### config.mk
export PLATFORM = sky130hd
export DESIGN_NAME = vram_scanout_prefetcher
export DESIGN_NICKNAME = d
export VERILOG_FILES = /design/src/rtl/vram_scanout_pkg.sv /design/src/rtl/vram_prefetch_fifo.sv /design/src/rtl/vram_scanout_prefetcher.sv
export SDC_FILE = /design/constraint.sdc
export NUM_CORES = 1
export LEC_CHECK = 0
export BUFFER_PORTS_ARGS = -buffer_cell sky130_fd_sc_hd__buf_2
export CORE_ASPECT_RATIO = 1.75
export CORE_MARGIN = 1
export CORE_UTILIZATION = 45
export DETAILED_ROUTE_END_ITERATION = 16
export MAX_ROUTING_LAYER = met4
export SYNTH_ARGS = -nofsm -noshare
export SYNTH_HDL_FRONTEND = slang
export SYNTH_HIERARCHICAL = 1
export SYNTH_SLANG_ARGS = --single-unit
### constraint.sdc
create_clock -name clock -period 5.3 [get_ports clock]
set_clock_uncertainty 0.2 [all_clocks]
set_input_delay 0 -clock clock [delete_from_list [all_inputs] [get_ports clock]]
set_output_delay 0 -clock clock [all_outputs]
set_load 0.02 [all_outputs]
### src/rtl/vram_scanout_pkg.sv
// rtl/vram_scanout_pkg.sv - shared types and constants for the VRAM scan-out prefetcher
package vram_scanout_pkg;

  typedef enum logic {
    MODE_RGB565 = 1'b0,
    MODE_IDX8   = 1'b1
  } mode_e;

  localparam int R_MSB = 15;
  localparam int R_LSB = 11;
  localparam int G_MSB = 10;
  localparam int G_LSB = 5;
  localparam int B_MSB = 4;
  localparam int B_LSB = 0;

  localparam logic [15:0] DEFAULT_UNDER_COLOR = 16'hF800;

endpackage

### src/rtl/vram_prefetch_fifo.sv
// rtl/vram_prefetch_fifo.sv - synchronous word FIFO with flush and fill-level output
module vram_prefetch_fifo #(
  parameter int DW    = 16,
  parameter int DEPTH = 32
) (
  input  logic                   clock,
  input  logic                   RESET,
  input  logic                   flush,
  input  logic                   push,
  input  logic [DW-1:0]          push_data,
  input  logic                   pop,
  output logic [DW-1:0]          pop_data,
  output logic [$clog2(DEPTH):0] level,
  output logic                   empty
);
  localparam int PW = $clog2(DEPTH);

  logic [DW-1:0] mem [DEPTH];
  logic [PW-1:0] wr_ptr;
  logic [PW-1:0] rd_ptr;
  logic          full;
  logic          do_push;
  logic          do_pop;

  assign empty    = (level == '0);
  assign full     = (level == (PW+1)'(DEPTH));
  assign do_push  = push && !full && !flush;
  assign do_pop   = pop && !empty && !flush;
  // First-word fall-through: head word is visible before the pop.
  assign pop_data = mem[rd_ptr];

  always_ff @(posedge clock) begin
    if (do_push) mem[wr_ptr] <= push_data;
  end

  always_ff @(posedge clock or posedge RESET) begin
    if (RESET) begin
      wr_ptr <= '0;
      rd_ptr <= '0;
      level  <= '0;
    end else if (flush) begin
      wr_ptr <= '0;
      rd_ptr <= '0;
      level  <= '0;
    end else begin
      if (do_push) wr_ptr <= wr_ptr + PW'(1);
      if (do_pop)  rd_ptr <= rd_ptr + PW'(1);
      case ({do_push, do_pop})
        2'b10:   level <= level + (PW+1)'(1);
        2'b01:   level <= level - (PW+1)'(1);
        default: level <= level;
      endcase
    end
  end

endmodule

### src/rtl/vram_scanout_prefetcher.sv
// rtl/vram_scanout_prefetcher.sv - VRAM prefetch into a FIFO and per-strobe RGB565 / 8bpp pixel unpack
module vram_scanout_prefetcher
  import vram_scanout_pkg::*;
#(
  parameter int          DW          = 16,
  parameter int          AW          = 20,
  parameter int          DEPTH       = 32,
  parameter int          READ_LAT    = 1,
  parameter int          ADDR_STEP   = 2,
  parameter logic [15:0] UNDER_COLOR = DEFAULT_UNDER_COLOR
) (
  input  logic                   clock,
  input  logic                   RESET,
  input  logic                   frameStart,
  input  logic                   pixelEn,
  input  logic                   pixelActive,
  input  logic                   mode,
  input  logic [AW-1:0]          baseAddress,
  input  logic [AW-1:0]          maxVramAddress,
  input  logic [AW-1:0]          frameWords,
  input  logic                   bus_free,
  input  logic [DW-1:0]          dataInputBus,
  output logic [AW-1:0]          nextVramAddress,
  output logic                   chipEnable,
  output logic                   readSignal,
  output logic [4:0]             Ri,
  output logic [5:0]             Gi,
  output logic [4:0]             Bi,
  output logic [7:0]             pixIndex,
  output logic                   pixValid,
  output logic                   underflow,
  output logic                   fetchDone,
  output logic [$clog2(DEPTH):0] fifoLevel
);
  localparam int LW = $clog2(DEPTH) + 1;

  mode_e               mode_q;
  logic [AW-1:0]       words_q;
  logic [AW-1:0]       addr_q;
  logic [AW-1:0]       cnt_q;
  logic [AW-1:0]       cnt_inc;
  logic [AW:0]         addr_sum;
  logic [AW-1:0]       addr_next;
  logic [READ_LAT-1:0] vpipe;
  logic [READ_LAT-1:0] vpipe_next;
  logic [LW-1:0]       in_flight;
  logic                credit_ok;
  logic                issue;
  logic                push;
  logic                pop;
  logic                fifo_empty;
  logic [DW-1:0]       pop_data;
  logic                phase_odd;
  logic [7:0]          hold_byte;

  assign fetchDone = cnt_q == words_q;

  // Ring framebuffer: any step landing on or past the wrap point restarts at 0.
  assign addr_sum  = {1'b0, addr_q} + (AW+1)'(ADDR_STEP);
  assign addr_next = (addr_sum >= {1'b0, maxVramAddress}) ? '0 : addr_sum[AW-1:0];
  assign cnt_inc   = cnt_q + AW'(1);

  always_comb begin
    in_flight = '0;
    for (int i = 0; i < READ_LAT; i++) in_flight = in_flight + LW'(vpipe[i]);
  end

  // Reads already issued count against free space so a push can never hit a full FIFO.
  assign credit_ok = (32'(fifoLevel) + 32'(in_flight)) < 32'(DEPTH);
  assign issue     = !frameStart && !fetchDone && !bus_free && credit_ok;

  always_comb begin
    vpipe_next    = '0;
    vpipe_next[0] = issue;
    for (int i = 1; i < READ_LAT; i++) vpipe_next[i] = vpipe[i-1];
  end

  assign push = vpipe[READ_LAT-1] && !frameStart;
  assign pop  = !frameStart && pixelEn && pixelActive && !fifo_empty &&
                ((mode_q == MODE_RGB565) || !phase_odd);

  vram_prefetch_fifo #(
    .DW    (DW),
    .DEPTH (DEPTH)
  ) u_fifo (
    .clock     (clock),
    .RESET     (RESET),
    .flush     (frameStart),
    .push      (push),
    .push_data (dataInputBus),
    .pop       (pop),
    .pop_data  (pop_data),
    .level     (fifoLevel),
    .empty     (fifo_empty)
  );

  always_ff @(posedge clock or posedge RESET) begin
    if (RESET) begin
      chipEnable      <= 1'b1;
      readSignal      <= 1'b1;
      nextVramAddress <= '0;
      addr_q          <= '0;
      cnt_q           <= '0;
      words_q         <= '0;
      mode_q          <= MODE_RGB565;
      vpipe           <= '0;
    end else if (frameStart) begin
      chipEnable      <= 1'b1;
      readSignal      <= 1'b1;
      addr_q          <= baseAddress;
      cnt_q           <= '0;
      words_q         <= frameWords;
      mode_q          <= mode_e'(mode);
      vpipe           <= '0;
    end else begin
      chipEnable <= !issue;
      readSignal <= !issue;
      vpipe      <= vpipe_next;
      if (issue) begin
        nextVramAddress <= addr_q;
        addr_q          <= addr_next;
        cnt_q           <= cnt_inc;
      end
    end
  end

  always_ff @(posedge clock or posedge RESET) begin
    if (RESET) begin
      Ri        <= '0;
      Gi        <= '0;
      Bi        <= '0;
      pixIndex  <= '0;
      pixValid  <= 1'b0;
      underflow <= 1'b0;
      phase_odd <= 1'b0;
      hold_byte <= '0;
    end else if (frameStart) begin
      underflow <= 1'b0;
      phase_odd <= 1'b0;
    end else if (pixelEn) begin
      if (!pixelActive) begin
        Ri       <= '0;
        Gi       <= '0;
        Bi       <= '0;
        pixIndex <= '0;
        pixValid <= 1'b0;
      end else if (mode_q == MODE_RGB565) begin
        pixValid <= 1'b1;
        pixIndex <= '0;
        if (fifo_empty) begin
          Ri        <= UNDER_COLOR[R_MSB:R_LSB];
          Gi        <= UNDER_COLOR[G_MSB:G_LSB];
          Bi        <= UNDER_COLOR[B_MSB:B_LSB];
          underflow <= 1'b1;
        end else begin
          Ri <= pop_data[R_MSB:R_LSB];
          Gi <= pop_data[G_MSB:G_LSB];
          Bi <= pop_data[B_MSB:B_LSB];
        end
      end else begin
        pixValid <= 1'b1;
        Ri       <= '0;
        Gi       <= '0;
        Bi       <= '0;
        // Odd pixels replay the high byte kept from the previous pop.
        if (phase_odd) begin
          pixIndex  <= hold_byte;
          phase_odd <= 1'b0;
        end else if (fifo_empty) begin
          pixIndex  <= 8'h00;
          underflow <= 1'b1;
        end else begin
          pixIndex  <= pop_data[7:0];
          hold_byte <= pop_data[15:8];
          phase_odd <= 1'b1;
        end
      end
    end
  end

endmodule
Word level (Yosys, flattened, before mapping)
Memory sizes are Yosys's and may differ from the RTL's.
Cells that the tools add are included.
{"block": "word_totals", "reg_bits": 134, "ram_bits": 512, "in_bits": 83, "output_inout_bits": 55, "wordCells": 111, "mem_count": 1}
{"name": "u_fifo.mem", "words": 32, "width": 16, "read_ports": 1, "rd_ports_with_merged_regs": 0, "write_ports": 1, "line_no": "vram_prefetch_fifo.sv:18", "rtl": "logic [DW-1:0] mem [DEPTH];"}
{"block": "op_classes", "n_addsub": 7, "magnitude_cmp": 2, "eq_ne": 5, "mux": 41, "bitwise": 4, "reduce_logical": 33}
{"cell": "$mux 20", "count": 5}
{"cell": "$mux 5", "count": 10}
{"cell": "$mux 8", "count": 4}
{"cell": "$mux 6", "count": 4}
{"cell": "$add 20x2->21 const B", "count": 1}
{"cell": "$ge 21x20->1", "count": 1}
{"cell": "$add 20x1->20 const B", "count": 1}
{"cell": "$eq 20x20->1", "count": 1}
{"cell": "$mux 1", "count": 17}
{"cell": "$logic_and 1x1->1", "count": 12}
{"cell": "$pmux 6 s2", "count": 1}
{"cell": "$reduce_bool 2->1", "count": 6}
{"cell": "$add 5x1->5 const B", "count": 2}
{"cell": "$add 6x1->7", "count": 1}
{"cell": "$logic_not 1->1", "count": 7}
{"cell": "$lt 7x6->1 const B", "count": 1}
{"cell": "$add 6x1->6 const B", "count": 1}
{"cell": "$eq 6x6->1 const B", "count": 1}
{"cell": "$logic_not 6->1", "count": 1}
{"cell": "$reduce_and 3->1", "count": 2}
{"cell": "$reduce_and 6->1", "count": 1}
{"cell": "$sub 6x1->6 const B", "count": 1}
{"cell": "$not 1->1", "count": 4}
{"cell": "$reduce_and 2->1", "count": 2}
{"cell": "other kinds (5)", "count": 5}

Depth between registers and ports, before layout
{"block": "logic_depth", "ltp_word": 10, "mapped_depth": 14}

Hierarchy
The synthesis kept the hierarchy.
{"module": "vram_prefetch_fifo", "n_inst": 1, "cells_each": 879, "area_per_inst_um2": 20568.5}
{"module": "vram_scanout_prefetcher", "n_inst": 1, "cells_each": 634, "area_per_inst_um2": 6252.2}

Worst setup path before layout
No wires, ideal clock.
{"block": "synth_timing", "path_type": "reg2reg", "startpoint": "reg u_fifo.level[1]", "endpoint": "reg u_fifo.level[5]", "setup_ns": 0.069, "t_arrival_ns": 3.556, "required_time_ns": 5.031, "path_slack_ns": 1.475, "path_stages_with_launch": 15, "n_path_buf": 1, "path_cell_list": "dfrtp_1 or4_1 nor2_1 clkbuf_1 clkinv_1 and2_1 o21ai_1 a211oi_1 ha_1 a211oi_1 o21bai_1 a21oi_1 xor2_1 or4_1 nand3_1"}
{"block": "synth_between", "elab_chain_cells": 9, "word_cells_on_any_way": 17, "cone_classes": "add/sub: 2; eq/ne: 3; mux: 2; reduce/logical: 10"}
{"item": "start, declared", "line_no": "vram_prefetch_fifo.sv:13", "rtl": "output logic [$clog2(DEPTH):0] level,"}
{"item": "start signal, assigned", "line_no": "vram_prefetch_fifo.sv:49", "rtl": "2'b10: level <= level + (PW+1)'(1);"}
{"item": "start signal, assigned", "line_no": "vram_prefetch_fifo.sv:50", "rtl": "2'b01: level <= level - (PW+1)'(1);"}
{"item": "start signal, assigned", "line_no": "vram_prefetch_fifo.sv:51", "rtl": "default: level <= level;"}
{"item": "$logic_not 6->1 *", "line_no": "vram_prefetch_fifo.sv:25", "rtl": "assign empty = (level == '0);"}
{"item": "via fifo_empty", "line_no": "vram_scanout_prefetcher.sv:51", "rtl": "logic fifo_empty;"}
{"item": "$logic_not 1->1 *", "line_no": "vram_scanout_prefetcher.sv:79", "rtl": "assign pop = !frameStart && pixelEn && pixelActive && !fifo_empty &&"}
{"item": "$logic_and 1x1->1 * (2 in a row)", "line_no": "vram_scanout_prefetcher.sv:79"}
{"item": "via pop", "line_no": "vram_scanout_prefetcher.sv:50", "rtl": "logic pop;"}
{"item": "$logic_and 1x1->1 * (2 in a row)", "line_no": "vram_prefetch_fifo.sv:28", "rtl": "assign do_pop = pop && !empty && !flush;"}
{"item": "$eq 2x1->1 / $eq 2x2->1 (equally long branches)", "line_no": "vram_prefetch_fifo.sv:48", "rtl": "case ({do_push, do_pop})"}
{"item": "$pmux 6 s2", "line_no": "vram_prefetch_fifo.sv:48"}
{"item": "$mux 6", "line_no": "vram_prefetch_fifo.sv:41", "rtl": "end else if (flush) begin"}
The timed path passes the listed nets; every way through them passes the cells marked *.
A chain may end at the register's enable or synchronous reset.

Worst setup path after layout
{"block": "layout_timing", "startpoint": "in frameStart", "endpoint": "reg u_fifo.level[5]"}
{"block": "layout_between", "elab_chain_cells": 10, "word_cells_on_any_way": 15, "cone_classes": "eq/ne: 2; mux: 2; reduce/logical: 11"}
{"item": "start, declared", "line_no": "vram_scanout_prefetcher.sv:14", "rtl": "input logic frameStart,"}
{"item": "$logic_not 1->1 *", "line_no": "vram_scanout_prefetcher.sv:79"}
{"item": "$logic_and 1x1->1 * (4 in a row)", "line_no": "vram_scanout_prefetcher.sv:79"}
{"item": "via pop", "line_no": "vram_scanout_prefetcher.sv:50"}
{"item": "$logic_and 1x1->1 * (2 in a row)", "line_no": "vram_prefetch_fifo.sv:28"}
{"item": "$eq 2x1->1 / $eq 2x2->1 (equally long branches)", "line_no": "vram_prefetch_fifo.sv:48"}
{"item": "$pmux 6 s2", "line_no": "vram_prefetch_fifo.sv:48"}
{"item": "$mux 6", "line_no": "vram_prefetch_fifo.sv:41"}
Marked as above.

==> metrics.txt <==
Total Neg Setup Slack 0 ns; number of synthesized flops with an enable pin 512; final WL 63.53 mm; Fillers 4715; HPWL after DPL 41.03 mm; CTS tree yes; actual transition at the worst max-transition pin 1.062 ns; Die Ht 325.0 microns; post-synth cell types 70; clock transition at the registers of the reported paths 0.07 ns; Longest Clk Path Bufs 3; die outline width 186.6 microns; Mapped Nets 1628; register area share after synthesis 0.6983; Slew HR 0.2922; Crit Path Class in2reg; initial antenna violation count 1; vias per cell 5.663; area share of and/or/nand/nor cells after synthesis 0.05598; Yosys warning total 6; IO Pins 138; Slew Viols, Final 0; post-synthesis cell area 0.02682 sq mm; # H-tree levels 2; Synth area leader edfxtp_1; Top FF cell, synth edfxtp_1; Worst Hold Class in2reg; Period Utilization, post-route 0.8247; FP Rows 118; largest family of logic cells by synthesized area multiplexers; Max Cap Violations 0; design area 0.03149 sq mm; Synth Area in Compound Gates 0.03713; Post-Place Cells 2394; 1st-iter DRT viols 954; f_max 228.8 MHz; post-route insts no fill 2618; R2R Setup Slk 1.02 ns; cell count after synthesis 1513; CP Max Fanout 47; GR Overflow Total 0; DR vias 14825; kind of end point of the critical path register; total CTS buffers 56; Synth Area in XOR/XNOR 0.01633; final setup fails 0; Placer Congestion 0.8914; Final min period 4.371 ns; Worst-Skew Late Latency 0.61 ns; Clock Sink Count 646; Initial Utilization 0.4542; WP data arrival 4.71 ns; number of global-route vias before repair 15811; Worst EP required 5.64 ns; post-route ant nets 0; share of cells above drive strength 1 0.2847; drt pass-1 iters 5; crit start category input pin; final hold vios 0; global-route wire length before repair 97.07 mm; worst reg2reg path depth 11; Power Dens Cells 348.1 mW/mm^2; Die Footprint 0.06062 sq mm; VDD IR-drop max 248.3 uV; mux share of post-synthesis cell area 0.1560; syn avg cell area 17.73 sq um; post-synthesis adder-cell area fraction 0.01521; Core Region 0.05906 sq mm; Pleak 10.81 nW; setup repair after global routing missed its margin no; # DRC 0; Layout Nets 1909; Post-DP Area 0.02854 sq mm; status completed; GR Util All Layers 0.2203; Post-CTS Setup Bufs 0; WHS Path Cells 8; synthesis-to-layout area growth 17.42%; drt wl/cell 24.27 microns; #FFs+latches synth 646; post-synth top area share 0.5732; largest net degree at the start of global routing 82; IO buf count 137; Synth area leaders edfxtp_1, mux4_2, dfrtp_1, mux2_2, nand2_1; ys async rst share 0.2074; Root Driver clkbuf_16
cells in the mapped netlist, types with 22 or more instances:
| library cell | n |
|---|---|
| o21ai_0 | 22 |
| mux2_2 | 47 |
| nand2_1 | 125 |
| dfrtp_1 | 133 |
| a21oi_1 | 42 |
| edfxtp_1 | 512 |
| nand4_1 | 31 |
| xnor2_1 | 37 |
| nor2_1 | 62 |
| nand3_1 | 24 |
| clkbuf_1 | 39 |
| ha_1 | 31 |
| inv_1 | 34 |
| mux4_2 | 160 |
state kept, by name (all words and copies together), names as in the netlist:
register and flops:
Bi 5, u_fifo/rd_ptr 5, words_q 20, phase_odd 1, addr_q 20, Gi 6, vpipe 1, readSignal 1
u_fifo/level 6, pixIndex 8, u_fifo/wr_ptr 5, mode_q 1, u_fifo/mem 512, underflow 1, hold_byte 8, Ri 5
nextVramAddress 20, pixValid 1, cnt_q 20
metal layers:
metal	share of wire	global-route usage
met5	0	-
met4	0.035	0.07947
met3	0.041	0.02622
met2	0.56	0.4062
met1	0.37	0.2426
cell usage in the layout, fill, tap and decap left out, types with 9 or more instances in the layout:
cell type      netlist  layout
a21oi_1             42      42
inv_1               34      33
ha_1                31      31
mux2_2              47      47
clkinv_1             2      10
edfxtp_1           512     512
nor2_1              62      30
nor3b_1              9       9
buf_2               15     136
nand3_1             24      24
clkbuf_1            39      16
xnor2_1             37      37
nor2_2               0      32
dfrtp_1            133     129
buf_4                2      44
nand2_1            125     125
nand4_1             31      31
o31ai_1              9       9
o21ai_0             22      22
clkbuf_16            0      56
nor3_1              10      10
xor2_1              13      13
dlygate4sd3_1        0     122
a2bb2oi_1           10      10
mux4_2             160     160
worst max-delay path, cell delays in order:
cell,delay [ns]
dlygate4sd3_1,0.54
buf_4,0.30
nor2b_1,0.22
nand2_1,0.07
dlygate4sd3_1,0.61
a21oi_1,0.16
and2_1,0.25
o21ai_1,0.13
a211oi_1,0.77
ha_1,0.40
a211oi_1,0.35
o21bai_1,0.12
a21oi_1,0.18
xor2_1,0.09
or4_1,0.43
nand3_1,0.08
worst paths after layout:
kind                                     start                   to
setup / recovery                    frameStart      u_fifo/level[5]
hold / removal              maxVramAddress[15]           addr_q[14]
setup reg to reg                    addr_q[10]            addr_q[8]
hold reg to reg            nextVramAddress[11]  nextVramAddress[11]
max in group asynchronous                RESET            cnt_q[13]
min in group asynchronous                RESET   nextVramAddress[6]
final cells by class:
| class | count | area [sq um] | share of cell area |
|---|---|---|---|
| Antenna cell | 1 | 2.502 | 0.00007946 |
| Clock buffer | 73 | 1475 | 0.04684 |
| Clock inverter | 28 | 259.0 | 0.008224 |
| Inverter | 37 | 141.4 | 0.004489 |
| Multi-Input combinational cell | 748 | 7609 | 0.2416 |
| Sequential cell | 646 | 18740 | 0.5950 |
| Tap cell | 780 | 975.9 | 0.03099 |
| Timing Repair Buffer | 305 | 2292 | 0.07278 |
through the flow:
stage	power (W)	hold slack [ns]	util	worst slack [ns]
after floorplan	0.006655	-0.2863	-	1.475
after global placement	0.007041	-0.04839	0.4832	1.194
after detailed placement	0.007070	-0.04422	0.4832	1.087
after CTS	0.01108	0.01148	0.5332	1.007
after global routing	0.01138	0.09247	0.5333	0.7432
final	0.01096	0.06820	0.5333	0.9292
logic make-up after synthesis:
family | Yosys count
DFF | 646
and+or+nand+nor | 310
adders and majority gates | 32
AOI/OAI and AO/OA | 144
xor gates and xnor gates | 50
buffers and inverters | 119
muxes | 212
repair_timing:
action                                 in CTS  in global routing
gates resized for setup                     0                  0
endpoints found under the hold margin     661                  0
hold buffers                              122                  0
power breakdown:
| part | total (W) | internal (W) | leakage [nW] | switching, W |
|---|---|---|---|---|
| registers | 0.00580 | 0.00564 | 6.31 | 0.000157 |
| logic | 0.00124 | 0.000532 | 3.69 | 0.000704 |
| clock network | 0.00393 | 0.00211 | 0.813 | 0.00182 |
| total | 0.0110 | 0.00829 | 10.8 | 0.00268 |
(Power assumes the default switching activity.)
